## config.mk

```make
export PLATFORM = sky130hd
export DESIGN_NAME = conv3x3_stream
export DESIGN_NICKNAME = d
export VERILOG_FILES = /design/src/rtl/conv3x3_stream.sv
export SDC_FILE = /design/constraint.sdc
export NUM_CORES = 1
export LEC_CHECK = 0
export BUFFER_PORTS_ARGS = -buffer_cell sky130_fd_sc_hd__buf_2
export CAP_MARGIN = 10
export CORE_MARGIN = 1.5
export CORE_UTILIZATION = 30
export DETAILED_ROUTE_END_ITERATION = 12
export GPL_TIMING_DRIVEN = 0
export PLACE_DENSITY_LB_ADDON = 0.08
export REMOVE_ABC_BUFFERS = 1
export SYNTH_ARGS = -nofsm -noshare
export SYNTH_HDL_FRONTEND = slang
export SYNTH_SLANG_ARGS = --single-unit
```

## constraint.sdc

```tcl
create_clock -name clk -period 5.6 [get_ports clk]
set_input_delay 0 -clock clk [delete_from_list [all_inputs] [get_ports clk]]
set_output_delay 0 -clock clk [all_outputs]
set_load 0.01 [all_outputs]
```

## src/rtl/conv3x3_stream.sv

```systemverilog
// Streaming 3x3 convolution over CH colour channels with a two-stage
// valid/ready pipeline: S1 holds raw signed kernel sums, S2 holds the
// normalised, clamped pixels presented downstream.
module conv3x3_stream #(
  parameter int unsigned CH = 3,
  parameter int unsigned DW = 8,
  parameter int unsigned OW = 16
) (
  input  logic                 clk,
  input  logic                 rstb,
  input  logic [CH*9*DW-1:0]   win_data,
  input  logic [1:0]           win_mode,
  input  logic                 win_valid,
  output logic                 win_ready,
  output logic [CH*OW-1:0]     pixel_out,
  output logic                 conv_valid,
  input  logic                 out_ready,
  output logic [15:0]          pix_count
);

  localparam int unsigned TAPS = 9;
  localparam int unsigned SW   = DW + 5;
  localparam int unsigned CW   = 16;

  typedef logic signed [SW-1:0] sum_t;

  typedef enum logic [1:0] {
    MODE_GAUSS = 2'b00,
    MODE_IDENT = 2'b01,
    MODE_SHARP = 2'b10,
    MODE_EDGE  = 2'b11
  } mode_e;

  localparam sum_t SAT_MAX = sum_t'((2 ** DW) - 1);

  // Handshake / advance terms
  logic s2_adv_c;
  logic s1_adv_c;
  logic win_xfer_c;
  logic out_xfer_c;

  // S1 stage: raw sums plus the mode they were computed under
  logic  s1_valid;
  mode_e s1_mode;
  sum_t  s1_sum [CH];

  // Combinational datapath
  sum_t           tap_c     [CH][TAPS];
  sum_t           raw_sum_c [CH];
  sum_t           mag_c     [CH];
  logic [DW-1:0]  res_c     [CH];
  logic [CH*OW-1:0] norm_c;

  // S2 may move when it is empty or its contents are being taken;
  // S1 may move when it is empty or S2 is about to take its contents.
  assign s2_adv_c   = !conv_valid || out_ready;
  assign s1_adv_c   = !s1_valid || s2_adv_c;
  assign win_ready  = s1_adv_c;
  assign win_xfer_c = win_valid && win_ready;
  assign out_xfer_c = conv_valid && out_ready;

  // Unpack taps per channel, zero-extended into the signed sum width
  always_comb begin
    for (int c = 0; c < CH; c++) begin
      for (int k = 0; k < TAPS; k++) begin
        tap_c[c][k] = sum_t'(win_data[(c*TAPS+k)*DW +: DW]);
      end
    end
  end

  // Raw signed kernel sums; taps index 1/3/5/7 are N/W/E/S, 4 is centre
  always_comb begin
    for (int c = 0; c < CH; c++) begin
      raw_sum_c[c] = '0;
      case (mode_e'(win_mode))
        MODE_GAUSS: raw_sum_c[c] = tap_c[c][0] + tap_c[c][2] + tap_c[c][6] + tap_c[c][8]
                                 + ((tap_c[c][1] + tap_c[c][3] + tap_c[c][5] + tap_c[c][7]) <<< 1)
                                 + (tap_c[c][4] <<< 2);
        MODE_IDENT: raw_sum_c[c] = tap_c[c][4];
        MODE_SHARP: raw_sum_c[c] = (tap_c[c][4] <<< 2) + tap_c[c][4]
                                 - tap_c[c][1] - tap_c[c][3] - tap_c[c][5] - tap_c[c][7];
        MODE_EDGE:  raw_sum_c[c] = (tap_c[c][4] <<< 2)
                                 - tap_c[c][1] - tap_c[c][3] - tap_c[c][5] - tap_c[c][7];
        default:    raw_sum_c[c] = '0;
      endcase
    end
  end

  // S1 register: capture sums and mode together on each window transfer
  always_ff @(posedge clk or negedge rstb) begin
    if (!rstb) begin
      s1_valid <= 1'b0;
      s1_mode  <= MODE_GAUSS;
      for (int c = 0; c < CH; c++) begin
        s1_sum[c] <= '0;
      end
    end else if (s1_adv_c) begin
      s1_valid <= win_valid;
      if (win_xfer_c) begin
        s1_mode <= mode_e'(win_mode);
        for (int c = 0; c < CH; c++) begin
          s1_sum[c] <= raw_sum_c[c];
        end
      end
    end
  end

  // Normalise S1 sums by their captured mode: shift, pass, or clamp
  always_comb begin
    norm_c = '0;
    for (int c = 0; c < CH; c++) begin
      mag_c[c] = (s1_sum[c] < 0) ? -s1_sum[c] : s1_sum[c];
      res_c[c] = '0;
      case (s1_mode)
        MODE_GAUSS: res_c[c] = DW'(s1_sum[c] >>> 4);
        MODE_IDENT: res_c[c] = DW'(s1_sum[c]);
        MODE_SHARP: begin
          if (s1_sum[c] < 0) begin
            res_c[c] = '0;
          end else if (s1_sum[c] > SAT_MAX) begin
            res_c[c] = '1;
          end else begin
            res_c[c] = DW'(s1_sum[c]);
          end
        end
        MODE_EDGE: begin
          if (mag_c[c] > SAT_MAX) begin
            res_c[c] = '1;
          end else begin
            res_c[c] = DW'(mag_c[c]);
          end
        end
        default: res_c[c] = '0;
      endcase
      norm_c[c*OW +: OW] = OW'(res_c[c]);
    end
  end

  // S2 register: result held while downstream stalls, bubble clears valid
  always_ff @(posedge clk or negedge rstb) begin
    if (!rstb) begin
      conv_valid <= 1'b0;
      pixel_out  <= '0;
    end else if (s2_adv_c) begin
      conv_valid <= s1_valid;
      if (s1_valid) begin
        pixel_out <= norm_c;
      end
    end
  end

  // Count of results handed downstream, wraps naturally
  always_ff @(posedge clk or negedge rstb) begin
    if (!rstb) begin
      pix_count <= '0;
    end else if (out_xfer_c) begin
      pix_count <= pix_count + CW'(1);
    end
  end

endmodule
```

==> results.yml <==
run_status:
  outcome: "finished clean"
cells_and_area:
  layout_commonest_cell: "inv_1"
  stdcell_area_um2: 21370
  final_cell_mix: "inv_1, buf_2, fa_1"
  nets: 3142
  n_antenna_cell: 0
  fill_cells: 6672
  syn_to_final_growth_pct: 14.02
  final_cell_count_no_fill: 3314
  drive_above_1_share_pct: 14.82
critical_path:
  r2r-start: "s1_mode[1]"
  path_delay_family: "adder cells"
  critPathMaxFanout: 4
  critPathMostFrequentCell: "fa_1"
  cp-end-kind: "flop"
  cp.arrival_ns: 5.61
  worstSetupStartpoint: "win_data[154]"
  critPathBufInv: 4
  slowest_delay_ns: 0.55
  worstPathCellList: "buf_2 -> inv_1 -> fa_1 -> fa_1 -> inv_1 -> ha_1 -> a21o_1 -> a21oi_4 -> o21ai_1 -> a21oi_2 -> xnor2_2 -> fa_1 -> fa_1 -> fa_1 -> inv_1 -> ha_1 -> or3_4 -> nor2_1 -> o21ai_0 -> o211a_1 -> xnor2_2 -> o21ai_0 -> o211a_1 -> a22o_1"
  critPathKind: "in2reg"
  cp-start-kind: "input pin"
  cp_slowest_cell: "fa_1"
  required_ns: 5.84
grt:
  grt_antenna_before_repair: 1
  grt_overflow: 0
  grt_use_total_pct: 16.92
  grt_max_degree: 48
  grt_use_met2_pct: 28.98
  grt_use_met3_pct: 1.840
  grt_util_met1_pct: 23.47
  busiest_layer: "met2"
  grt_pass1_vias: 15890
  grt_pass1_wl_mm: 84.93
detailed_routing:
  vias: 15280
  drtIter0Drc: 691
  drtAntennaViolNets: 0
  drc: 0
  post_drt_wl_per_cell_um: 16.12
  dr.pass1.iters: 5
  vias_per_cell: 4.610
  drt-total-wl_mm: 53.41
sta:
  rsz0062_at_grt: "yes"
  clock.fmax_mhz: 186.0
  min_period_ns: 5.377
  hold_viol: 0
  finalSetupViolations: 0
  relSlewSlack_pct: 23.23
  slew_viol_final: 0
  fin_skew_ns: 0.006818
  tightest_slew_ns: 1.147
  setup_slack_ns: 0.2233
  finalCritPeriodShare_pct: 96.01
synth:
  async_flop_share_pct: 100.0
  synth_area_leader_cell: "fa_1"
  synthTopCellsByArea: "fa_1, ha_1, dfrtp_1, inv_1, xnor2_1"
  synth_area_um2: 18750
  yosys.area.top_type_share_pct: 24.35
  synth_ff_type: "dfrtp_1"
  ys_warn_count: 0
  ys_types: 81
  avgSynthCellArea_um2: 8.388
  synth_edf_count: 0
  synth_seq_cells: 83
  yosysSeqAreaShare_pct: 11.08
  synthCells: 2235
die:
  die-width_um: 253.0
  ioPinCount: 288
  die_y_um: 253.0
  num_rows: 91
  dieArea_um2: 64000
  start_util_pct: 30.38
  core_area_um2: 61710
run:
  max-cap-violations: 0
cts:
  cts.clk_slew.worst_paths_ns: 0.06
  cts_buffer_depth: 2
  cts_made_buffers: 9
  cts_tree: "built"
  h-tree-depth: 3
  cts.sinks: 83
  clockRootBuffer: "clkbuf_16"
  worst_skew_pair.late_latency_ns: 0.35
power_and_ir_drop:
  power.density_nw_per_um2: 539.2
  max-vdd-ir-drop_mv: 0.3235
  power.internal_uw: 5464
  clockPowerShare_pct: 5.0
  power_frac_comb_pct: 84.9
  p_switching_uw: 6060
  leakage_uw: 0.01105
  finalPower_uw: 11520
  sw_frac_of_total_pct: 52.59
  pwr-share-seq_pct: 10.1
placement:
  portBuffers: 263
  place_inst: 3291
  placed_area_um2: 20870
  dp_slack_ns: -0.6680
  dpl.hpwl_mm: 45.99
  place_congestion: 0.8407
min_path:
  min_path_type: "in2async"
[sequential cells by signal, indices dropped and copies added, names as in the netlist]
signal,count
s1_valid,1
s1_sum,39
conv_valid,1
s1_mode,2
pix_count,16
pixel_out,24
[cells in the mapped netlist (all sizes together), types with 31 or more instances]
library cell / instances
ha: 220
xnor2: 81
buf: 33
a21oi: 90
o21ai: 131
nand2: 155
nor2: 114
inv: 550
nand3: 38
fa: 228
nor3: 43
dfrtp: 83
clkbuf: 35
xor2: 61
nand2b: 31
[repair_timing]
action | in CTS | in global routing
hold buffers | 3 | 0
hold endpoints to repair | 38 | 0
pin swaps | 2 | 21
buffers inserted | 0 | 4
resized for setup | 10 | 40
setup endpoints to repair | 8 | 18
cloned | 0 | 0
[power by group through the flow]
stage               registers, uW  clock network [uW]  logic, uW
floorplan                    1110                   0       6850
global route                 1220                 615      11100
detailed placement           1180                   0       9480
finish                       1170                 573       9780
CTS                          1170                 595       9630
global placement             1170                   0       9430
[through the flow]
step	util [%]	hold WS (ns)	setup TNS, ns
5_1_grt	34.64	0.2139	-0.03965
3_5_place_dp	33.81	0.01773	-6.905
6_report	34.64	0.1681	0
2_1_floorplan	-	-0.2956	0
4_1_cts	34.36	0.1740	-0.06192
3_3_place_gp	33.76	0.2162	-6.542
[final cells by class]
class	count	area, um2	share of cell area, %
clock buffers	11	252.7	1.182
multi-input cells	1556	14500	67.82
well taps	837	1047	4.900
repair buffers	271	1406	6.580
inverters	551	2068	9.676
clock inverters	5	27.53	0.1288
flip-flops and latches	83	2077	9.717
[final timing paths]
kind | end | slack (ns) | depth (start not counted)
min | pix_count[15] | 0.17 | 2
min reg2reg | pix_count[15] | 0.46 | 1
min in group clk | s1_sum[28] | 0.22 | 4
max reg2reg | pixel_out[16] | 2.56 | 5
max in group asynchronous | pixel_out[19] | 4.78 | 3
max | s1_sum[9] | 0.22 | 24
[routing by layer]
layer	part of all wire [%]	wire, um
met1	48	25550
met2	48	25600
met3	3.3	1768
met4	0.93	496
met5	0	0
[cells by family (layout without fill, tap and decap cells)]
group           Yosys count  count (layout)  synth area share, %
other cells               1              24              0.02000
buf+inv                 619             838                12.98
xor+xnor                142             142                6.634
fa+ha+maj               448             448                39.03
simple gates            473             473                12.05
flops                    83              83                11.08
compound gates          433             433                14.91
mux                      36              36                3.297
No activity file was read; power rests on OpenSTA's default activity.
